<file path="config.mk">
export PLATFORM = sky130hd
export DESIGN_NAME = alu_logic_seq
export DESIGN_NICKNAME = d
export VERILOG_FILES = /design/src/rtl/alu_logic_seq.sv
export SDC_FILE = /design/constraint.sdc
export NUM_CORES = 1
export LEC_CHECK = 0
export ABC_CLOCK_PERIOD_IN_PS = 4200
export BUFFER_PORTS_ARGS = -buffer_cell sky130_fd_sc_hd__buf_4
export CAP_MARGIN = 20
export CORE_ASPECT_RATIO = 0.8
export CORE_MARGIN = 2
export CORE_UTILIZATION = 45
export DETAILED_ROUTE_END_ITERATION = 8
export GPL_ROUTABILITY_DRIVEN = 0
export PLACE_DENSITY = 0.7
export SLEW_MARGIN = 20
export SYNTH_ARGS = -nofsm -noshare
export SYNTH_HDL_FRONTEND = slang
export SYNTH_SLANG_ARGS = --single-unit
</file>
<file path="constraint.sdc">
create_clock -name clk -period 4.2 [get_ports clk]
set_input_delay 0.84 -clock clk [delete_from_list [all_inputs] [get_ports clk]]
set_output_delay 0.84 -clock clk [all_outputs]
set_load 0.01 [all_outputs]
</file>
<file path="src/rtl/alu_logic_seq.sv">
// ---------------------------------------------------------------------------
// alu_logic_seq
//   Bit-serial logic unit for the ALU datapath. An operand pair and opcode
//   are taken on a valid/ready input port, the result is built one bit per
//   clock (LSB first), then presented with a zero flag on a valid/ready
//   output port. The input and output handshakes never overlap.
//
// Ports
//   clk        in   1      clock, rising edge
//   rst_n      in   1      synchronous, active-low reset
//   in_valid   in   1      operand/opcode present
//   in_ready   out  1      unit can accept (IDLE only)
//   op         in   2      00=AND 01=OR 10=XOR 11=NAND
//   a, b       in   WIDTH  operands
//   out_valid  out  1      result available (DONE only)
//   out_ready  in   1      consumer takes the result
//   y          out  WIDTH  registered result
//   zero       out  1      y == 0, meaningful while out_valid=1
//   busy       out  1      high in SHIFT or DONE
// ---------------------------------------------------------------------------
module alu_logic_seq #(
    parameter int WIDTH = 8
) (
    input  logic             clk,
    input  logic             rst_n,
    input  logic             in_valid,
    output logic             in_ready,
    input  logic [1:0]       op,
    input  logic [WIDTH-1:0] a,
    input  logic [WIDTH-1:0] b,
    output logic             out_valid,
    input  logic             out_ready,
    output logic [WIDTH-1:0] y,
    output logic             zero,
    output logic             busy
);

    localparam int CW = (WIDTH > 1) ? $clog2(WIDTH) : 1;

    typedef enum logic [1:0] {
        S_IDLE  = 2'd0,
        S_SHIFT = 2'd1,
        S_DONE  = 2'd2
    } state_t;

    state_t           r_state;
    state_t           w_state_next;

    logic [WIDTH-1:0] r_a;
    logic [WIDTH-1:0] r_b;
    logic [1:0]       r_op;
    logic [CW-1:0]    r_cnt;
    logic [WIDTH-1:0] r_shift;
    logic [WIDTH-1:0] r_y;
    logic             r_zero;

    logic [WIDTH-1:0] w_fbit;
    logic [WIDTH-1:0] w_shift_next;
    logic             w_last;

    function automatic logic f_bit(input logic ai, input logic bi, input logic [1:0] opc);
        logic res;
        case (opc)
            2'b00:   res = ai & bi;
            2'b01:   res = ai | bi;
            2'b10:   res = ai ^ bi;
            default: res = ~(ai & bi);
        endcase
        return res;
    endfunction

    // Each bit position has its own function cell; only the position equal
    // to the counter is written into the shift register on a SHIFT edge.
    generate
        for (genvar gi = 0; gi < WIDTH; gi++) begin : g_bit
            assign w_fbit[gi]       = f_bit(r_a[gi], r_b[gi], r_op);
            assign w_shift_next[gi] = (r_cnt == CW'(gi)) ? w_fbit[gi] : r_shift[gi];
        end
    endgenerate

    assign w_last = (r_cnt == CW'(WIDTH - 1));

    // Next-state logic
    always_comb begin
        w_state_next = r_state;
        case (r_state)
            S_IDLE:  if (in_valid)  w_state_next = S_SHIFT;
            S_SHIFT: if (w_last)    w_state_next = S_DONE;
            S_DONE:  if (out_ready) w_state_next = S_IDLE;
            default:                w_state_next = S_IDLE;
        endcase
    end

    // State register and datapath
    always_ff @(posedge clk) begin
        if (!rst_n) begin
            r_state <= S_IDLE;
            r_a     <= '0;
            r_b     <= '0;
            r_op    <= '0;
            r_cnt   <= '0;
            r_shift <= '0;
            r_y     <= '0;
            r_zero  <= 1'b0;
        end else begin
            r_state <= w_state_next;
            case (r_state)
                S_IDLE: begin
                    if (in_valid) begin
                        r_a     <= a;
                        r_b     <= b;
                        r_op    <= op;
                        r_cnt   <= '0;
                        r_shift <= '0;
                    end
                end
                S_SHIFT: begin
                    r_shift <= w_shift_next;
                    r_cnt   <= r_cnt + CW'(1);
                    // y/zero only change on the final bit, so a partial
                    // result is never visible on the outputs.
                    if (w_last) begin
                        r_y    <= w_shift_next;
                        r_zero <= (w_shift_next == '0);
                    end
                end
                default: ;
            endcase
        end
    end

    assign in_ready  = (r_state == S_IDLE);
    assign out_valid = (r_state == S_DONE);
    assign busy      = (r_state != S_IDLE);
    assign y         = r_y;
    assign zero      = r_zero;

endmodule

</file>
# Yosys cells after proc, flatten, opt, wreduce, memory -nomap -nowiden
# Cells that the tools add are included.
[op_classes] reduce_logical=10 eq_ne=14 bitwise_logic=32 addsub=1 muxes=24
[op_table] op="case mux 1 bit (3 select lines)" n=8
[op_table] op="case mux 8 bit (2 select lines)" n=1
[op_table] op="== test 3 bit (second input constant)" n=4
[op_table] op="bitwise AND 1 bit" n=8
[op_table] op="logical NOT 8 bit" n=1
[op_table] op="two-way mux 1 bit" n=8
[op_table] op="two-way mux 8 bit" n=1
[op_table] op="NOT 1 bit" n=8
[op_table] op="OR 1 bit" n=8
[op_table] op="bitwise XOR 1 bit" n=8
[op_table] op="== test 3 x 2 -> 1 bit (second input constant)" n=2
[op_table] op="two-way mux 2 bit" n=3
[op_table] op="case mux 2 bit (3 select lines)" n=1
[op_table] op="case mux 3 bit (2 select lines)" n=1
[op_table] op="AND reduction 2 bit" n=3
[op_table] op="== test 2 x 1 -> 1 bit (second input constant)" n=2
[op_table] op="== test 2 bit (second input constant)" n=2
[op_table] op="logical NOT 2 bit" n=2
[op_table] op="!= test 2 bit (second input constant)" n=2
[op_table] op="nonzero test 2 bit" n=2
[op_table] op="adder 3 x 1 -> 3 bit (second input constant)" n=1
[op_table] op="== test 3 x 1 -> 1 bit (second input constant)" n=1
[op_table] op="logical NOT 3 bit" n=1
[op_table] op="two-way mux 3 bit" n=1
[op_table] op="other kinds (2)" n=2
[totals] elab_cells=89 inputBits=22 register_bits=40

# Logic depth before layout (Yosys ltp)
[logic_depth] word_depth=5 ltp_mapped=7

# Least setup slack after synthesis
# Ideal clock, no wire load.
[synth_timing] kind="input to register" from="input in_valid" to="register r_cnt[1]" required_ns=4.124 n_path_buf=1 stages=4 slack_ns=2.597 arrival_time_ns=1.528 cell_sequence="nand2_1 -> clkbuf_1 -> nand3_1 -> a21boi_0"
[synth_via] elab_chain_len=2
[synth_rtl] item="start: declaration" line="26" text="input logic in_valid,"
[synth_rtl] item="!= test 2 bit (no source line)"
[synth_rtl] item="AND reduction 2 bit (no source line)"
[synth_rtl] item="end signal: assignment" line="119" text="r_cnt <= r_cnt + CW'(1);"
[synth_rtl] item="end: declaration" line="52" text="logic [CW-1:0] r_cnt;"
# Every way passes these cells.
# A chain may end at the register's enable or synchronous reset.

# Final worst setup path
[layout_timing] from="register r_op[1]" to="register r_zero, in the netlist zero"
[layout_via] elab_chain_len=4
[layout_rtl] item="start: declaration" line="51" text="logic [1:0] r_op;"
[layout_rtl] item="start signal: assignment" line="112" text="r_op <= op;"
[layout_rtl] item="== test 2 bit, or another cell as far along" line="63" text="case (opc)"
[layout_rtl] item="case mux 1 bit (3 select lines)" line="63"
[layout_rtl] item="two-way mux 1 bit" line="77" text="assign w_shift_next[gi] = (r_cnt == CW'(gi)) ? w_fbit[gi] : r_shift[gi];"
[layout_rtl] item="logical NOT 8 bit (*)" line="124" text="r_zero <= (w_shift_next == '0);"
[layout_rtl] item="end signal: assignment" line="124"
[layout_rtl] item="end: declaration" line="55" text="logic r_zero;"
# Every way passes the cells marked *; elsewhere a longest branch is shown, timed or not.

==> summary.txt <==
=========================================================================================
Proportion of register bits with asynchronous set or reset after synthesis .           0%
Post-synthesis cell type count .............................................           31
#FFs+latches synth .........................................................           39
Total cell area at the placement stage .....................................   2500 sq um
Fill cells .................................................................          475
Multi-input gate area ......................................................   1320 sq um
Syn avg cell area ..........................................................   8.58 sq um
Minimum clock period .......................................................      2060 ps
Portion of total power attributed to the clock network .....................        32.7%
Total congestion overflow ..................................................            0
Starting density of the core ...............................................        46.0%
Cell at the root of the clock tree ......................................... sky130_fd_sc_hd__clkbuf_8
Worst hold stages ..........................................................            2
Critical Path Start ........................................................      r_op[1]
Post-Place Cells ...........................................................          345
Layout cell share with drive strength beyond 1 .............................        16.8%
Cell area after technology mapping .........................................   2260 sq um
Cts hold-fix bufs ..........................................................            0
Reported leakage power .....................................................      1.13 nW
Detailed-placement wirelength estimate .....................................      2980 um
Top cells by area in the synthesized netlist ............................... sky130_fd_sc_hd__dfxtp_1 (34%), sky130_fd_sc_hd__ha_1 (12%), sky130_fd_sc_hd__nand2_1 (9.0%)
Fraction of power consumed by combinational cells ..........................        13.8%
Number of antenna violations at the first check in global routing ..........            0
Most frequent cells after synthesis ........................................ sky130_fd_sc_hd__nand2_1 (54), sky130_fd_sc_hd__dfxtp_1 (39), sky130_fd_sc_hd__a21boi_0 (22), sky130_fd_sc_hd__ha_1 (22), sky130_fd_sc_hd__inv_1 (20)
Count of inserted antenna diode cells ......................................            0
Pin count of the biggest net entering global routing .......................           41
Crit path DAT ..............................................................      2230 ps
Top Ports ..................................................................           34
Hold_sp ....................................................................         y[1]
Number of DRC violations after detailed routing ............................            0
Worst vdd rail ir drop .....................................................       189 uV
Post-cts gate resize count .................................................            0
Setup total negative slack .................................................         0 ps
Internal portion of total power ............................................   0.000550 W
Total power consumption of the routed design ...............................   0.000744 W
Worst R2R End ..............................................................         zero
Cell Rows ..................................................................           23
Req. time, crit path .......................................................      4380 ps
First-pass GRT wire length .................................................      7300 um
Floorplan die area .........................................................   5620 sq um
Detailed-routing iteration count for the pre-antenna-repair pass ...........            4
Reg2Reg Setup Slack ........................................................      2140 ps
Start of the worst register-to-register path ...............................      r_op[1]
Post-route clock skew ......................................................      4.88 ps
Part of the total power dissipated in sequential elements ..................        53.5%
Number of flops mapped to enable cells by yosys ............................            0
Fin. Hold Viols ............................................................            0
Area Overhead vs Synth .....................................................        14.1%
Largest area contributor in the netlist .................................... sky130_fd_sc_hd__dfxtp_1
Relative max-transition margin .............................................        37.0%
Yosys synthesis warning count ..............................................            0
Type of the worst setup path ...............................................   reg -> reg
Vias per inst ..............................................................         5.13
Clock Latency Late Sink ....................................................       290 ps
Width of the chip ..........................................................      83.3 um
Post-CTS repair timing setup buffer count ..................................            0
Total routing usage reported by global routing .............................        16.3%
Worst Reg-to-Reg Cells .....................................................            5
Critical path startpoint category ..........................................         flop
Port Buffers ...............................................................           33
Core Box Area ..............................................................   4920 sq um
Sequential element share of the synthesized area ...........................        34.5%
P per Cell Area ............................................................  288 nW/um^2
Result of the run ..........................................................    completed
Synthesized netlist net count ..............................................          308
Clock net sink count .......................................................           39
CTS tree ...................................................................        built
Vias post-DR ...............................................................         1810
Max-capacitance violation count ............................................            0
Net switching fraction of the power ........................................        26.2%
Largest driver fanout on the critical path .................................           18
Endpoint class of the critical path ........................................         flop
Hold worst-path end ........................................................         y[1]
Final cycle utilization of the critical path ...............................        49.0%
Routed WL per cell .........................................................      12.0 um
Total number of nets in the final design ...................................          334
Total clock buffers created by CTS .........................................            5
RSZ-0062 raised after global routing .......................................           no
Register Area ..............................................................    781 sq um
Number of buffers between clock root and the deepest sink ..................            2
Highest attainable clock frequency .........................................      486 MHz
Hold crit path type ........................................................   reg -> reg
Fraction of post-synthesis cell area in the top cell type by area ..........        34.5%
Number of instances in the synthesized netlist .............................          264
Overall routed net length ..................................................      4250 um
Clock-pin transition on the worst setup and hold timing paths ..............        70 ps
Via count of the first global-routing pass .................................         1711
Primary FF master, synth ................................................... sky130_fd_sc_hd__dfxtp_1
Number of antenna-violating nets in the routed design ......................            0
Maximum level of the CTS H-tree ............................................            2
Final setup violation count ................................................            0
Slew @ Worst Pin ...........................................................       943 ps
Post-route cell area .......................................................   2580 sq um
Vertical die dimension .....................................................      67.5 um
Most repeated cell in the gate-level netlist after synthesis ............... sky130_fd_sc_hd__nand2_1
Number of DRC violations after detailed-routing iteration 0 ................           78
Net switching power ........................................................   0.000195 W
Final std cells w/o fill ...................................................          353
Max Slew Vio Count .........................................................            0
=========================================================================================
layout by cell type (no fill, tap or decap), types with 10 or more instances in the layout:
cell type / instances
sky130_fd_sc_hd__a21boi_0: 22
sky130_fd_sc_hd__and2_1: 11
sky130_fd_sc_hd__buf_4: 33
sky130_fd_sc_hd__dfxtp_1: 39
sky130_fd_sc_hd__ha_1: 22
sky130_fd_sc_hd__inv_1: 20
sky130_fd_sc_hd__mux2i_1: 18
sky130_fd_sc_hd__nand2_1: 54
sky130_fd_sc_hd__nand3_1: 10
sky130_fd_sc_hd__o21ai_0: 10
critical path, stage by stage (launching register included):
cell                      delay, ps
sky130_fd_sc_hd__dfxtp_1        830
sky130_fd_sc_hd__mux2_2         410
sky130_fd_sc_hd__mux2i_1        220
sky130_fd_sc_hd__nor3_1          70
sky130_fd_sc_hd__o32ai_1        310
sky130_fd_sc_hd__o31ai_1        100
cell type report:
| type | count | area share [%] |
|---|---|---|
| Clock buffer | 7 | 2.95 |
| Clock inverter | 1 | 0.194 |
| Inverter | 20 | 2.90 |
| Multi-Input combinational cell | 191 | 51.2 |
| Sequential cell | 39 | 30.2 |
| Tap cell | 62 | 3.00 |
| Timing Repair Buffer | 33 | 9.58 |
per-stage QoR:
| step | hold slack (ps) | util (%) | worst slack, ps |
|---|---|---|---|
| 2_1_floorplan | 460 | - | 2600 |
| 3_3_place_gp | 451 | 50.9 | 2100 |
| 3_5_place_dp | 463 | 50.9 | 2080 |
| 4_1_cts | 474 | 52.5 | 2120 |
| 5_1_grt | 513 | 52.5 | 1990 |
| 6_report | 474 | 52.5 | 2140 |
state kept, by name, indices dropped and copies added, names as in the netlist:
signal	count
r_shift	7
r_cnt	3
r_state	2
r_op	2
r_b	8
y	8
r_a	8
zero	1
how the worst max path moves through the flow:
stage / cells after the start / slack (ps) / endpoint
after floorplan: 4 / 2600 / r_cnt[1]
after global placement: 5 / 2100 / r_shift[3]
after detailed placement: 5 / 2080 / r_cnt[2]
after CTS: 5 / 2120 / zero
after global routing: 5 / 1990 / zero
final: 5 / 2140 / zero
per-layer routing:
layer / global-route usage [%] / share of wire [%]
met1: 20.0 / 50
met2: 28.1 / 44
met3: 3.91 / 4.3
met4: 6.76 / 1.5
met5: 0 / 0
power groups by stage:
stage	Clock [W]	Combinational, W	Sequential (W)
final	0.000243	0.000103	0.000398
after global routing	0.000268	0.000118	0.000400
after CTS	0.000255	0.000104	0.000398
after detailed placement	0	0.000104	0.000407
after global placement	0	0.000100	0.000406
after floorplan	0	0.0000810	0.000399
kinds of logic after synthesis:
group	after synthesis	share of synthesized area, %
compound gates	47	15.1
fa+ha+maj	22	12.2
buf+inv	34	7.13
flops	39	34.5
mux	25	11.4
simple gates	97	19.7
No activity file was read; power rests on OpenSTA's default activity.
